**config.mk**
```make
export PLATFORM = sky130hd
export DESIGN_NAME = camera_move_ctrl
export DESIGN_NICKNAME = d
export VERILOG_FILES = /design/src/rtl/camera_move_ctrl.sv
export SDC_FILE = /design/constraint.sdc
export NUM_CORES = 1
export LEC_CHECK = 0
export ABC_AREA = 1
export CORE_AREA = 2 2 126 158
export CTS_CLUSTER_SIZE = 10
export DETAILED_ROUTE_END_ITERATION = 10
export DIE_AREA = 0 0 128 160
export GPL_ROUTABILITY_DRIVEN = 0
export PLACE_DENSITY_LB_ADDON = 0.25
export SYNTH_ARGS = -nofsm -noshare
export SYNTH_HDL_FRONTEND = slang
export SYNTH_SLANG_ARGS = --single-unit
export TNS_END_PERCENT = 20
```
**constraint.sdc**
```tcl
create_clock -name clk -period 7.5 [get_ports clk]
set_clock_uncertainty 0.05 [all_clocks]
set_input_delay 1.5 -clock clk [delete_from_list [all_inputs] [get_ports clk]]
set_output_delay 1.5 -clock clk [all_outputs]
set_load 0.005 [all_outputs]
```
**src/rtl/camera_move_ctrl.sv**
```systemverilog
// Camera-update sequencer: phase ring, button sync/arbitration, hold timing, frame-gated update issue.
// Optional feature macro: CAM_AUTOREPEAT_EN (periodic updates while a button stays held).
module camera_move_ctrl #(
  parameter int UPDATE_PERIOD = 5_000_000,
  parameter int SETTLE_CYC    = 24
) (
  input  logic        clk,
  input  logic        rst,
  input  logic [5:0]  btn,
  input  logic        frame_done,
  output logic        v0,
  output logic        v1,
  output logic        v2,
  output logic        ld_curr_camera,
  output logic [2:0]  key,
  output logic [31:0] cnt,
  output logic        busy
);

  localparam int SW = $clog2(SETTLE_CYC + 1);
  localparam logic [SW-1:0] SETTLE_LOAD = SW'(SETTLE_CYC);
  localparam logic [31:0]   PERIOD      = 32'(UPDATE_PERIOD);
`ifdef CAM_AUTOREPEAT_EN
  localparam bit AUTO = 1'b1;
`else
  localparam bit AUTO = 1'b0;
`endif

  typedef enum logic [1:0] {IDLE, HOLD, PEND, SETTLE} state_t;

  state_t         state, state_d;
  logic [2:0]     phase;
  logic [5:0]     s1, sb;
  logic [2:0]     gkey, gkey_d, prio;
  logic [31:0]    hc, hc_d;
  logic [SW-1:0]  sc, sc_d;
  logic [2:0]     key_r;
  logic [31:0]    cnt_r;
  logic           held;

  assign v0   = phase[0];
  assign v1   = phase[1];
  assign v2   = phase[2];
  assign busy = (state != IDLE);
  assign held = |(sb & (6'b000001 << gkey));

  // key/cnt show the new values in the issue cycle itself and hold them afterwards
  assign key = ld_curr_camera ? gkey : key_r;
  assign cnt = ld_curr_camera ? hc   : cnt_r;

  always_ff @(posedge clk or posedge rst) begin
    if (rst) begin
      phase <= 3'b001;
      s1    <= '0;
      sb    <= '0;
      state <= IDLE;
      gkey  <= '0;
      hc    <= '0;
      sc    <= '0;
      key_r <= '0;
      cnt_r <= '0;
    end else begin
      phase <= {phase[1:0], phase[2]};
      s1    <= btn;
      sb    <= s1;
      state <= state_d;
      gkey  <= gkey_d;
      hc    <= hc_d;
      sc    <= sc_d;
      if (ld_curr_camera) begin
        key_r <= gkey;
        cnt_r <= hc;
      end
    end
  end

  // Lowest set index wins: scanning downward lets the smallest index overwrite last
  always_comb begin
    prio = '0;
    for (int i = 5; i >= 0; i--) begin
      if (sb[i]) prio = 3'(i);
    end
  end

  always_comb begin
    state_d        = state;
    gkey_d         = gkey;
    hc_d           = hc;
    sc_d           = sc;
    ld_curr_camera = 1'b0;
    case (state)
      IDLE: begin
        hc_d = '0;
        if (|sb) begin
          gkey_d  = prio;
          hc_d    = 32'd1;
          state_d = HOLD;
        end
      end
      HOLD: begin
        if (!held || (AUTO && (hc == PERIOD))) begin
          state_d = PEND;
        end else if (hc != '1) begin
          hc_d = hc + 32'd1;
        end
      end
      PEND: begin
        // Issue on v0 so the x/y/z sweep begins on the following v2
        if (frame_done && phase[0]) begin
          ld_curr_camera = 1'b1;
          sc_d           = SETTLE_LOAD;
          state_d        = SETTLE;
        end
      end
      SETTLE: begin
        if (sc == '0) begin
          if (AUTO && held) begin
            hc_d    = 32'd1;
            state_d = HOLD;
          end else begin
            state_d = IDLE;
          end
        end else begin
          sc_d = sc - SW'(1);
        end
      end
      default: state_d = IDLE;
    endcase
  end

endmodule

```
==> results of run 1 <==
layout make-up:
class | instances | area [µm²]
Tap cell | 236 | 295
Clock inverter | 3 | 46.3
Multi-Input combinational cell | 464 | 2060
Clock buffer | 12 | 256
Inverter | 58 | 220
Timing Repair Buffer | 52 | 510
Fill cell | 2086 | 13400
Sequential cell | 92 | 2300
power groups by stage:
stage	clock network [W]	registers, W	logic, W
floorplan	0	0.000573	0.000308
global placement	0	0.000584	0.000404
detailed placement	0	0.000583	0.000407
CTS	0.000485	0.000574	0.000408
global route	0.000510	0.000581	0.000454
finish	0.000471	0.000574	0.000400
worst max path at each step:
stage	from	end	cells after the start
2_1_floorplan	rst	cnt_r[0]$_DFF_PP0_	1
3_3_place_gp	frame_done	cnt[29]	8
3_5_place_dp	frame_done	cnt[16]	8
4_1_cts	frame_done	cnt[16]	8
5_1_grt	frame_done	cnt[29]	8
6_report	frame_done	cnt[8]	8
synthesized netlist by cell type, drive strengths merged, types with 2 or more instances:
cell type / instances
a21oi: 16
ha: 6
dfrtp: 91
and2: 4
buf: 9
or2: 2
nand4: 2
nand2: 241
xor2: 2
nand3: 55
o21ai: 43
clkbuf: 10
inv: 58
nor3: 9
nor2: 81
sequential cells by signal, summed over array words and instances (netlist names):
register	cells
hc	32
sb	6
gkey	3
sc	5
state	2
key_r	3
s1	6
phase	3
cnt_r	32
metrics by stage:
step / cell area (µm²) / hold slack [ps] / utilization (%) / setup slack [ps]
floorplan: 4680 / 281 / - / 3560
detailed placement: 5390 / 287 / 28.2 / 1610
CTS: 5690 / 302 / 29.8 / 1600
global route: 5690 / 306 / 29.8 / 1460
finish: 5690 / 299 / 29.8 / 1710
global placement: 5390 / 283 / 28.2 / 1710
layer usage:
metal | vias up | GRT usage (%)
li1 | 2067 | -
met1 | 1910 | 16.2
met2 | 56 | 22.6
met3 | 17 | 2.68
met4 | 0 | 5.49
met5 | - | 0
logic make-up (layout without fill, tap and decap cells):
logic type	Yosys count	count (layout)	synth area share [%]
XOR/XNOR	3	3	0.562
buffers and inverters	77	125	6.93
AND/OR/NAND/NOR	394	394	35.1
AO/OA/AOI/OAI	61	61	6.60
adder cells (fa/ha/maj)	6	6	1.60
flip-flops	92	92	49.2
cells in the final DEF (no fill, tap or decap), drive strengths merged:
master / count
dfstp: 1
clkdlybuf4s50: 48
or2: 2
dfrtp: 91
clkinvlp: 1
nand2: 241
nand3: 55
o22ai: 1
ha: 6
nand4: 2
nor2: 81
and2: 4
o21ai: 43
buf: 4
bufinv: 1
clkinv: 2
a21o: 1
inv: 57
a21oi: 16
nor3: 9
xor2: 2
clkbuf: 12
xnor2: 1
==> reports/qor.txt, run 1 <==
=================================================================================
Outcome ............................................................ finished clean
Post-cts resize count ..............................................            0
Headroom to the max-slew limit .....................................        48.5%
Flop2flop setup slack ..............................................      4640 ps
Sequential Power Share .............................................        39.7%
Reg-to-Reg End ..................................................... hc[29]$_DFFE_PP0P_
Top FF cell, synth .................................................      dfrtp_1
Clk pin slew, worst setup/hold paths ...............................        60 ps
Via-per-instance ratio .............................................         4.42
Iter 0 DRT Violations ..............................................          296
Total power divided by cell area ...................................   254 nW/µm²
Synthesized cell area ..............................................     4680 µm²
Number of port buffers .............................................           48
Number of instances in the synthesized netlist .....................          633
Pleak ..............................................................      2.57 nW
Standard-cell row count ............................................           57
Number of cells on the worst reg-to-reg path .......................            8
DIE HEIGHT .........................................................       160 µm
Vias in the first global route .....................................         3974
Final WL ...........................................................     12700 µm
Fraction of post-synthesis cell area in the top cell type by area ..        48.7%
H-Tree Level Count .................................................            3
Internal ...........................................................   0.000927 W
Data required time at the worst endpoint ...........................      5950 ps
Top area cells in the synthesized netlist .......................... dfrtp_1 (49%), nand2_1 (19%), nor2_1 (5.9%)
Number of antenna violations at the first check in global routing ..            0
CTS Buf Count ......................................................            9
Critical path's largest stage delay ................................       550 ps
Mapped Avg Cell Area ...............................................     7.39 µm²
Antenna cells ......................................................            0
Total buffers and inverters traversed by the critical path .........            6
Final hold violation count .........................................            0
Total instance count after detailed placement ......................          902
Post-CTS Repair Setup Buffers ......................................            0
Clock power frac ...................................................        32.6%
Routed length on met1 ..............................................      5620 µm
Switching power ....................................................   0.000518 W
Reg-to-Reg Start ................................................... state[1]$_DFFE_PP0P_
Detailed Place HPWL ................................................      9130 µm
Horiz. Die Dim .....................................................       128 µm
Number of setup violations in the final report .....................            0
Synth warn .........................................................            0
Cells along the critical path ...................................... clkdlybuf4s50_1 -> inv_1 -> nor3_2 -> buf_4 -> clkinv_1 -> buf_4 -> o21ai_0 -> clkdlybuf4s50_1
Clock latency of the later-clocked register in the worst-skew pair .       350 ps
Wire length per cell after detailed routing ........................      13.8 µm
Share of layout cells above drive strength 1 .......................        5.58%
Combined global-route utilization of all metal layers ..............        13.2%
Slew at the pin closest to its max-slew limit ......................       772 ps
First-pass GRT wire length .........................................     21000 µm
Switching fraction of total power ..................................        35.8%
Clock sink count ...................................................           92
Number of maximum-capacitance violations ...........................            0
Overall die area ...................................................    20500 µm²
Hold Buf Count CTS .................................................            0
Number of non-filler instances in the completed layout .............          917
Core ar. ...........................................................    19100 µm²
TritonCTS clock tree ...............................................          yes
Top Metal Used .....................................................         met4
Clock root buffer ..................................................    clkbuf_16
Gr ovfl total ......................................................            0
Launching element type of the critical path ........................ primary input
Distinct cell type count of the synthesized netlist ................           27
# nets final .......................................................          692
Area Growth Syn to Fin .............................................        21.6%
Max-slew violations ................................................            0
Net Count, Synth ...................................................          648
Library cell occupying the most area in the post-synthesis netlist .      dfrtp_1
Comb pwr share .....................................................        27.7%
Critical path capture point type ................................... primary output
End point of the worst hold path ................................... sb[2]$_DFF_PP0_
Path type of the worst setup path ..................................    in -> out
Hold crit path type ................................................   reg -> reg
Number of synthesized flops with an enable pin .....................            0
Crit path max fanout ...............................................           38
Maximum clock frequency ............................................      173 MHz
Met2 Wirelength ....................................................      6370 µm
Max stage delay cell, worst path ................................... clkdlybuf4s50_1
Share of synthesized flip-flops with an asynchronous set or reset ..         100%
Min-Delay Path Depth ...............................................            0
Routed vias ........................................................         4050
Amount of wire on met3 after detailed routing ......................       450 µm
Drc violations .....................................................            0
Fin crit period ....................................................      5790 ps
Drt pass-1 iters ...................................................            4
Initial cell density of the core ...................................        24.5%
Unrepaired setup endpoints after global routing ....................        false
Proportion of synthesized chip area in sequential cells ............        49.2%
Overall Power ......................................................    0.00145 W
Deepest clock path buffer count ....................................            2
Ports placed on the boundary .......................................           49
Worst ir drop on vdd ...............................................     0.123 mV
Largest net degree at the start of global routing ..................           57
Endpoint arrival time on the critical path .........................      4240 ps
Dominant delay contributor by cell family on the critical path ..... buffers and inverters
Min-delay src ...................................................... s1[2]$_DFF_PP0_
Total negative setup slack .........................................         0 ps
Period Utilization, post-route .....................................        77.2%
Flops & latches, synth .............................................           92
Final ANT Viol Nets ................................................            0
=================================================================================
Note: power is estimated with default switching activity, not from simulation.
==> run 2: changes to the inputs <==
==> constraint.sdc (replaced) <==
create_clock -name clk -period 4.65 [get_ports clk]
set_clock_uncertainty 0.05 [all_clocks]
set_input_delay 0.93 -clock clk [delete_from_list [all_inputs] [get_ports clk]]
set_output_delay 0.93 -clock clk [all_outputs]
set_load 0.005 [all_outputs]
==> reports/qor.txt, run 2 (synthesis gave the netlist of run 1 again) <==
=================================================================================
Detailed Place HPWL ................................................      8990 µm
Period Utilization, post-route .....................................        84.3%
Total buffers and inverters traversed by the critical path .........            5
Flop2flop setup slack ..............................................      1740 ps
Endpoint arrival time on the critical path .........................      2940 ps
Hold crit path type ................................................   reg -> reg
Max-slew violations ................................................            0
Cells along the critical path ...................................... clkdlybuf4s50_1 -> inv_1 -> nor3_2 -> clkinv_1 -> buf_4 -> o21ai_0 -> clkdlybuf4s50_1
Max stage delay cell, worst path ................................... clkdlybuf4s50_1
Number of cells on the worst reg-to-reg path .......................            8
End point of the worst hold path ................................... sb[5]$_DFF_PP0_
Clock sink count ...................................................           92
Data required time at the worst endpoint ...........................      3670 ps
Clock root buffer ..................................................    clkbuf_16
DIE HEIGHT .........................................................       160 µm
Critical path capture point type ................................... primary output
Deepest clock path buffer count ....................................            2
Most common cell after layout, fill and taps aside .................      nand2_1
Maximum clock frequency ............................................      255 MHz
Min-Delay Path Depth ...............................................            0
Launching element type of the critical path ........................ primary input
Number of maximum-capacitance violations ...........................            0
Critical path's largest stage delay ................................       550 ps
Ports placed on the boundary .......................................           49
Horiz. Die Dim .....................................................       128 µm
Overall Power ......................................................    0.00225 W
Unrepaired setup endpoints after global routing ....................        false
Dominant delay contributor by cell family on the critical path ..... buffers and inverters
Worst ir drop on vdd ...............................................     0.183 mV
Final WL ...........................................................     12700 µm
Total power divided by cell area ...................................   398 nW/µm²
Antenna cells ......................................................            0
CTS Buf Count ......................................................            9
Standard-cell row count ............................................           57
Reg-to-Reg Start ................................................... state[1]$_DFFE_PP0P_
Initial cell density of the core ...................................        24.5%
Combined global-route utilization of all metal layers ..............        13.0%
Core ar. ...........................................................    19100 µm²
Overall die area ...................................................    20500 µm²
Path type of the worst setup path ..................................    in -> out
Reg-to-Reg End ..................................................... hc[19]$_DFFE_PP0P_
Post-CTS Repair Setup Buffers ......................................            0
Wire length per cell after detailed routing ........................      13.8 µm
Slew at the pin closest to its max-slew limit ......................       940 ps
Final ANT Viol Nets ................................................            0
# nets final .......................................................          693
Outcome ............................................................ finished clean
Number of setup violations in the final report .....................            0
Vias in the first global route .....................................         3770
Via-per-instance ratio .............................................         4.43
Biggest regs ....................................................... cnt_r (32), hc (32)
H-Tree Level Count .................................................            3
Drc violations .....................................................            0
Clk pin slew, worst setup/hold paths ...............................        70 ps
Top cell by count, worst path ...................................... clkdlybuf4s50_1
Total negative setup slack .........................................         0 ps
Headroom to the max-slew limit .....................................        37.3%
Iter 0 DRT Violations ..............................................          239
Hold Buf Count CTS .................................................            0
Area Growth Syn to Fin .............................................        21.0%
First-pass GRT wire length .........................................     20700 µm
Most used cells in the layout excluding fill and tap cells ......... nand2_1 (235), dfrtp_1 (91), nor2_1 (74), inv_1 (55), nand3_1 (54)
Number of antenna violations at the first check in global routing ..            0
# fillers ..........................................................         2066
Min-delay src ...................................................... s1[5]$_DFF_PP0_
TritonCTS clock tree ...............................................          yes
Share of layout cells above drive strength 1 .......................        5.86%
Largest net degree at the start of global routing ..................           72
Clock latency of the later-clocked register in the worst-skew pair .       350 ps
Crit path max fanout ...............................................           60
Drt pass-1 iters ...................................................            4
Routed vias ........................................................         4070
Gr ovfl total ......................................................            0
Number of port buffers .............................................           48
Post-cts resize count ..............................................            0
Final hold violation count .........................................            0
Pleak ..............................................................      2.56 nW
Fin crit period ....................................................      3920 ps
=================================================================================
==> run 2: cell type report <==
| class | instances | area (µm²) | share of cell area (%) |
|---|---|---|---|
| Clock inverter | 6 | 40.0 | 0.707 |
| Clock buffer | 10 | 229 | 4.04 |
| Sequential cell | 92 | 2300 | 40.7 |
| Inverter | 58 | 220 | 3.89 |
| Tap cell | 236 | 295 | 5.21 |
| Timing Repair Buffer | 53 | 518 | 9.15 |
| Multi-Input combinational cell | 464 | 2060 | 36.3 |
==> run 2: worst max-delay path by stage <==
| stage | startpoint | end | slack [ps] | cells past startpoint |
|---|---|---|---|---|
| floorplan | rst | cnt_r[0]$_DFF_PP0_ | 1280 | 1 |
| global route | frame_done | cnt[0] | 560 | 7 |
| detailed placement | frame_done | cnt[28] | 720 | 7 |
| global placement | frame_done | cnt[28] | 730 | 7 |
| CTS | frame_done | cnt[28] | 710 | 7 |
| finish | frame_done | cnt[28] | 730 | 7 |
==> run 2: per-stage QoR <==
step / setup slack [ps] / utilization, % / cells / cell area [µm²] / hold slack, ps
after CTS: 712 / 29.6 / 919 / 5660 / 302
after detailed placement: 725 / 28.2 / 903 / 5390 / 286
after global placement: 728 / 28.2 / 903 / 5390 / 283
final: 728 / 29.6 / 919 / 5660 / 301
after global routing: 559 / 29.6 / 919 / 5660 / 306
after floorplan: 1280 / - / 633 / 4680 / 281
==> run 2: power by group <==
part | internal, W | switching (W) | total (W)
Clock | 0.000363 | 0.000330 | 0.000693
Sequential | 0.000869 | 0.0000565 | 0.000926
Combinational | 0.000182 | 0.000454 | 0.000636
Total | 0.00141 | 0.000840 | 0.00225
==> run 2: layer usage <==
layer	GRT usage (%)	wire [µm]	up-vias	part of all wire (%)
met5	0	0	-	0
met4	3.45	132	0	1.0
met3	2.88	454	9	3.6
met2	21.7	6330	63	50
met1	16.9	5820	1928	46
li1	-	-	2070	-
==> run 3: changes to the inputs <==
==> constraint.sdc (replaced) <==
create_clock -name clk -period 4.05 [get_ports clk]
set_clock_uncertainty 0.05 [all_clocks]
set_input_delay 0.81 -clock clk [delete_from_list [all_inputs] [get_ports clk]]
set_output_delay 0.81 -clock clk [all_outputs]
set_load 0.005 [all_outputs]
==> reports/qor.txt, run 3 (synthesis gave the netlist of run 1 again) <==
=================================================================================
Final hold violation count .........................................            0
Met2 Wirelength ....................................................      6320 µm
Outcome ............................................................ finished clean
Cells along the critical path ...................................... clkdlybuf4s50_1 -> inv_1 -> nor3_2 -> clkinv_1 -> buf_12 -> o21ai_0 -> clkdlybuf4s50_1
Number of setup violations in the final report .....................            0
Final ANT Viol Nets ................................................            0
TritonCTS clock tree ...............................................          yes
Fin crit period ....................................................      3570 ps
Max-slew violations ................................................            0
Vias in the first global route .....................................         4049
Initial cell density of the core ...................................        24.5%
Routed vias ........................................................         4006
Critical path capture point type ................................... primary output
Ports placed on the boundary .......................................           49
Largest net degree at the start of global routing ..................           61
Gr ovfl total ......................................................            0
Slew at the pin closest to its max-slew limit ......................       689 ps
Combined global-route utilization of all metal layers ..............        13.4%
Unrepaired setup endpoints after global routing ....................        false
Core ar. ...........................................................    19100 µm²
Maximum clock frequency ............................................      280 MHz
DIE HEIGHT .........................................................       160 µm
Total instance count after detailed placement ......................          905
Post-CTS Repair Setup Buffers ......................................            0
Endpoint arrival time on the critical path .........................      2710 ps
Dominant delay contributor by cell family on the critical path ..... buffers and inverters
Launching element type of the critical path ........................ primary input
Clk pin slew, worst setup/hold paths ...............................        70 ps
Overall Power ......................................................    0.00269 W
Biggest regs ....................................................... cnt_r (32), hc (32)
Total buffers and inverters traversed by the critical path .........            5
Antenna cells ......................................................            0
Period Utilization, post-route .....................................        88.2%
Hold Buf Count CTS .................................................            0
Most common cell after layout, fill and taps aside .................      nand2_1
Via-per-instance ratio .............................................         4.35
Deepest clock path buffer count ....................................            2
Critical path's largest stage delay ................................       550 ps
Standard-cell row count ............................................           57
Total negative setup slack .........................................         0 ps
Detailed Place HPWL ................................................      9000 µm
Most used cells in the layout excluding fill and tap cells ......... nand2_1 (235), dfrtp_1 (91), nor2_1 (74), inv_1 (55), nand3_1 (54)
Crit path max fanout ...............................................           60
Post-cts resize count ..............................................            0
Iter 0 DRT Violations ..............................................          212
Amount of wire on met3 after detailed routing ......................       397 µm
Drc violations .....................................................            0
Path type of the worst setup path ..................................    in -> out
Standard cell area after detailed placement ........................     5430 µm²
Overall die area ...................................................    20500 µm²
# nets final .......................................................          695
Hold crit path type ................................................   reg -> reg
Number of non-filler instances in the completed layout .............          921
Post-route cell area ...............................................     5730 µm²
Max stage delay cell, worst path ................................... clkdlybuf4s50_1
Number of port buffers .............................................           48
Number of antenna violations at the first check in global routing ..            0
CTS Buf Count ......................................................            9
Clock latency of the later-clocked register in the worst-skew pair .       350 ps
Clock sink count ...................................................           92
Total power divided by cell area ...................................   469 nW/µm²
Headroom to the max-slew limit .....................................        54.1%
First-pass GRT wire length .........................................     21400 µm
Number of maximum-capacitance violations ...........................            0
Final WL ...........................................................     12700 µm
Wire length per cell after detailed routing ........................      13.8 µm
Top cell by count, worst path ...................................... clkdlybuf4s50_1
Worst ir drop on vdd ...............................................     0.273 mV
Pleak ..............................................................      2.59 nW
Clock root buffer ..................................................    clkbuf_16
H-Tree Level Count .................................................            3
Drt pass-1 iters ...................................................            4
Share of layout cells above drive strength 1 .......................        6.13%
Top Metal Used .....................................................         met4
Area Growth Syn to Fin .............................................        22.5%
Routed length on met1 ..............................................      5690 µm
Data required time at the worst endpoint ...........................      3190 ps
Worst slack on hold paths ..........................................       301 ps
Horiz. Die Dim .....................................................       128 µm
=================================================================================
run 3: area by class of cell:
cell class              count  area [µm²]
inverters                  58         220
clock buffers              10         229
multi-input cells         464        2060
fillers                  2057       13400
well taps                 236         295
repair buffers             55         558
flip-flops and latches     92        2300
clock inverters             6        71.3
run 3: path summary, 6_finish.rpt:
kind	from	end	slack, ps	depth (start not counted)
min in group asynchronous	rst	cnt_r[1]$_DFF_PP0_	870	2
max	frame_done	cnt[29]	480	7
max reg2reg	state[1]$_DFFE_PP0P_	hc[2]$_DFFE_PP0P_	1710	9
min reg2reg	s1[3]$_DFF_PP0_	sb[3]$_DFF_PP0_	300	0
max in group asynchronous	rst	cnt_r[21]$_DFF_PP0_	2390	3
min	s1[3]$_DFF_PP0_	sb[3]$_DFF_PP0_	300	0
run 3: metal layers:
metal | up-vias | global-route usage [%]
met5 | - | 0
met4 | 0 | 5.99
met3 | 16 | 2.95
met2 | 54 | 22.7
met1 | 1860 | 16.3
li1 | 2076 | -
run 3: worst register-to-register path, delay by kind of cell, from the launching register on:
family,cells,cell delay [ps]
flip-flops,1,420
buffers and inverters,2,350
adder cells (fa/ha/maj),1,150
AND/OR/NAND/NOR,6,1320
run 3: through the flow:
step                      util [%]  worst slack [ps]
final                         30.0               478
after global routing          30.0               327
after CTS                     30.0               464
after detailed placement      28.4               499
after global placement        28.4               472
after floorplan                  -               800
run 3: power breakdown:
group	switching (W)	internal, W
Sequential	0.0000647	0.000998
Combinational	0.000528	0.000228
Clock	0.000387	0.000486
==> variant 1: new RTL, config.mk and constraints of run 1 <==
Re-encode `state_t` (4 states) as one-hot, 4 bits wide.
--- a/src/rtl/camera_move_ctrl.sv
+++ b/src/rtl/camera_move_ctrl.sv
@@ -27,5 +27,5 @@
 `endif
 
-  typedef enum logic [1:0] {IDLE, HOLD, PEND, SETTLE} state_t;
+  typedef enum logic [3:0] {IDLE = 4'b0001, HOLD = 4'b0010, PEND = 4'b0100, SETTLE = 4'b1000} state_t;
 
   state_t         state, state_d;
Formal check against the unedited RTL: no difference found for any inputs over 10 cycles, from zero or initial values and one cycle with rst high; not proved beyond that.
==> variant 1 against run 1 <==
- global-route usage down 1.3 points
- area after synthesis down 2.2%
- largest power group unchanged
- critical endpoint is now cnt[11]
- power down 9.4%
- core utilization down 0.48 points
- first-iteration DRC count down 28%
- design area down 1.6%
- register-to-register slack better by 0.09 ns
- wire length down 10%
- synthesized cell count down 5.7%
- worst setup slack better by 0.79 ns
- sequential share of layout area up 1.6 points
- sequential cell count up 2
- die area unchanged
==> variant 1: results <==
outcome:
  status: "finished, final reports clean"
detailed_routing:
  wl_met1_mm: 5.406
  wl_met2_mm: 5.491
  dr.pass1.iters: 4
  drt_iter0_drc: 213
  highest_layer: "met4"
  viasPerCell: 4.270
  route.met3.wl_um: 324
  wl_mm: 11.38
synth:
  seq_area_frac_synth_pct: 51.43
  synth-xor-area-share_pct: 0.1913
  synth_edf_count: 0
  synth_compound_area_share_pct: 10.55
  synth-adder-area-share_pct: 0.5466
  synth_nets: 608
  muxShareOfSynthArea_pct: 0
  ys_types: 29
  synth.area.top_cells: "dfrtp_1 50%, nand2_1 17%, o21ai_0 7.1%, nand3_1 5.1%, inv_1 5.1%"
  synthTopCellsByCount: "208 x nand2_1, 92 x dfrtp_1, 65 x o21ai_0"
layout:
  n_antenna_cell: 0
  finalNetCount: 655
  drive_above_1_share_pct: 6.636
  fill_cells: 2071
clocking:
  post_cts_buffers: 0
  clkSlewWorstSetupHoldPaths_ns: 0.07
  htree_levels: 3
  cts_made_buffers: 9
place:
  io_buffers: 48
  hpwl_mm: 8.342
  pre_cts_ws_ns: 2.433
global_route:
  grt_pass1_wl_mm: 19.29
  antenna_found_initial: 0
  gr-usage-all-layers_pct: 11.91
  grt_pass1_vias: 3677
  grt_start_max_net_pins: 64
power_and_ir_drop:
  vdd_drop_max_v: 0.0001110
  power.leakage_nw: 2.401
  p_switching_w: 0.0004317
setup_path:
  cp_max_fo: 63
  cp.arrival_ns: 3.45
timing:
  slew_headroom_pct: 56.42
==> variant 1: cell count changes in the layout (fill, tap and decap cells not counted), moves of 6 or more <==
cell | run 1 | this run
o21ai_2 | 0 | 10
o21ai_0 | 43 | 65
a21oi_1 | 16 | 6
inv_1 | 55 | 61
nand3_1 | 54 | 47
nor2_1 | 74 | 58
nand2_1 | 235 | 207
==> variant 1: worst max-delay path, cell delays in order <==
cell and delay (ns):
clkdlybuf4s50_1 0.39, nand2_1 0.08, inv_1 0.05, nand2_2 0.10
buf_4 0.48, nand2_1 0.11, o21ai_0 0.15, clkdlybuf4s50_1 0.55
==> variant 1: area by class of cell <==
type	instances	area, sq um	area share, %
Inverter	65	246.5	4.404
Sequential cell	94	2355	42.07
Multi-Input combinational cell	423	1889	33.76
Tap cell	236	295.3	5.276
Clock buffer	11	252.7	4.516
Timing Repair Buffer	51	503.0	8.987
Clock inverter	4	55.05	0.9837
==> variant 1: worst paths after layout <==
kind / startpoint / end / slack (ns) / depth (start not counted)
worst max-delay path: frame_done / cnt[11] / 2.50 / 8
worst min-delay path: s1[2] / sb[2] / 0.30 / 0
worst max register to register: state[3] / hc[14] / 4.73 / 7
worst min register to register: s1[2] / sb[2] / 0.30 / 0
max in group asynchronous: rst / cnt_r[10] / 4.82 / 3
min in group asynchronous: rst / s1[2] / 1.51 / 2
==> variant 1: metal layers <==
layer / global-route usage, % / up-vias
met1: 15.51 / 1733
li1: - / 1988
met2: 19.71 / 46
met3: 2.178 / 8
met4: 4.296 / 0
met5: 0 / -
==> variant 1: logic make-up after synthesis <==
logic type	count (synthesis)
xor gates and xnor gates	1
adders and majority gates	2
DFF	94
and+or+nand+nor	332
buffers and inverters	80
AOI/OAI and AO/OA	88
==> variant 1: per-stage QoR <==
stage	util (%)	instance area [sq um]	hold slack, ns	power (W)	instances
global placement	27.67	5289	0.2854	0.0008483	869
finish	29.28	5597	0.2990	0.001309	884
floorplan	-	4578	0.2812	0.0008123	597
detailed placement	27.67	5289	0.2847	0.0008494	869
global route	29.28	5597	0.3063	0.001391	884
CTS	29.28	5597	0.3003	0.001335	884
==> variant 1: power groups by stage <==
stage	logic [W]	registers [W]	clock network, W
after global placement	0.000285	0.000564	0
after floorplan	0.000254	0.000558	0
after detailed placement	0.000285	0.000564	0
after CTS	0.000286	0.000554	0.000495
after global routing	0.000323	0.000557	0.000510
final	0.000278	0.000554	0.000476
==> variant 2: new RTL, settings of run 1 <==
Without the edit above. Build with the macro `CAM_AUTOREPEAT_EN` defined.
--- a/src/rtl/camera_move_ctrl.sv
+++ b/src/rtl/camera_move_ctrl.sv
@@ -1,4 +1,6 @@
 // Camera-update sequencer: phase ring, button sync/arbitration, hold timing, frame-gated update issue.
 // Optional feature macro: CAM_AUTOREPEAT_EN (periodic updates while a button stays held).
+`define CAM_AUTOREPEAT_EN
+
 module camera_move_ctrl #(
   parameter int UPDATE_PERIOD = 5_000_000,
Behaviour: same outputs for any inputs over 10 cycles, from zero or initial values and one cycle with rst high; that may be too few to reach the edited logic, so the function may still have changed.
==> variant 2 against run 1 <==
- clock power grew 1%
- global-route usage grew 0.23 points
- design area grew 3.3%
- wire length grew 1.9%
- non-clock buffer count shrank 3
- power grew 2.3%
- worst setup slack gained 0.60 ns
- combinational power grew 9.0%
- sequential cell count is the same
- area after synthesis grew 4.2%
- largest cell class unchanged
==> variant 2: results <==
outcome:
  status: "finished, final reports clean"
place:
  placed_cell_area_sq_um: 5564
  placed_cells: 942
  hpwl_mm: 9.296
  pre_cts_ws_ns: 2.232
layout:
  design_area_sq_um: 5877
  drive_above_1_share_pct: 4.155
  reg_top3: "cnt_r: 32 flops, hc: 32 flops"
  finalNetCount: 735
detailed_routing:
  vias: 4154
  drt_iter0_drc: 194
  wl_mm: 12.94
  viasPerCell: 4.336
  dr.pass1.iters: 5
synth:
  synth.area.top_cells: "dfrtp_1 47%, nand2_1 20%, nor2_1 7.5%, nand3_1 5.7%, inv_1 5.1%"
  seq_area_frac_synth_pct: 47.24
  ys.warnings.count: 0
  ys_types: 28
  synth_nets: 694
  avgSynthCellArea_sq_um: 7.213
  synthTopCellsByCount: "259 x nand2_1, 98 x nor2_1, 91 x dfrtp_1"
global_route:
  grt_pass1_wl_mm: 21.56
  grt_start_max_net_pins: 70
  grt_pass1_vias: 4219
  gr-usage-all-layers_pct: 13.45
setup_path:
  r2r_end: "hc[15]"
  max_stage_delay_ns: 0.57
  r2r_slack_ns: 4.82
  cp_max_fo: 69
  reg2reg_from: "state[0]"
  r2r_cells: 7
timing:
  whs_ns: 0.2999
  slew_headroom_pct: 25.77
clocking:
  clock_latency_ns: 0.36
  post_cts_buffers: 0
min_path:
  hold_end: "sb[1]"
  hold_start: "s1[1]"
power_and_ir_drop:
  p_int_w: 0.0009147
  vdd_drop_max_v: 0.0001281
  power.leakage_nw: 2.607
==> variant 2: cell types whose count changed in the layout (fill, tap and decap cells not counted), moves of 4 or more <==
cell / change
nand2_1: +24
and2_1: -4
a21oi_1: -13
inv_1: +9
xor2_1: +7
nor2_1: +24
==> variant 2: power groups by stage <==
stage	combinational, W	clock [W]	sequential (W)
floorplan	0.000365	0	0.000564
global placement	0.000448	0	0.000573
detailed placement	0.000447	0	0.000573
CTS	0.000447	0.000496	0.000564
global route	0.000492	0.000513	0.000570
finish	0.000436	0.000478	0.000565
==> variant 2: worst max-delay path by stage <==
| stage | start | to | slack, ns | cells past startpoint |
|---|---|---|---|---|
| after CTS | frame_done | cnt[25] | 2.20 | 6 |
| after detailed placement | frame_done | cnt[25] | 2.23 | 6 |
| final | frame_done | cnt[25] | 2.31 | 6 |
| after global placement | frame_done | cnt[25] | 2.24 | 6 |
| after global routing | frame_done | cnt[28] | 1.96 | 7 |
| after floorplan | frame_done | cnt[0] | 3.47 | 6 |
==> variant 2: kinds of logic after synthesis <==
logic type / count (synthesis) / share of synthesized area, %
compound gates: 50 / 5.697
fa+ha+maj: 9 / 2.310
buf+inv: 85 / 7.082
simple gates: 431 / 36.05
xor+xnor: 9 / 1.617
flops: 92 / 47.24
==> variant 2: final cells by class <==
type	instances	share of cell area, %
flip-flops and latches	92	39.20
clock inverters	5	1.022
inverters	66	4.258
repair buffers	49	8.303
well taps	236	5.024
clock buffers	11	4.301
multi-input cells	499	37.90
==> variant 2: metal layers <==
metal  wire (um)  part of all wire, %  global-route usage [%]  up-vias
li1            -                    -                       -     2182
met1        5975                   46                   16.92     1890
met2        6230                   48                   21.90       65
met3         398                  3.1                   2.848       17
met4         338                  2.6                   6.444        0
met5           0                    0                       0        -
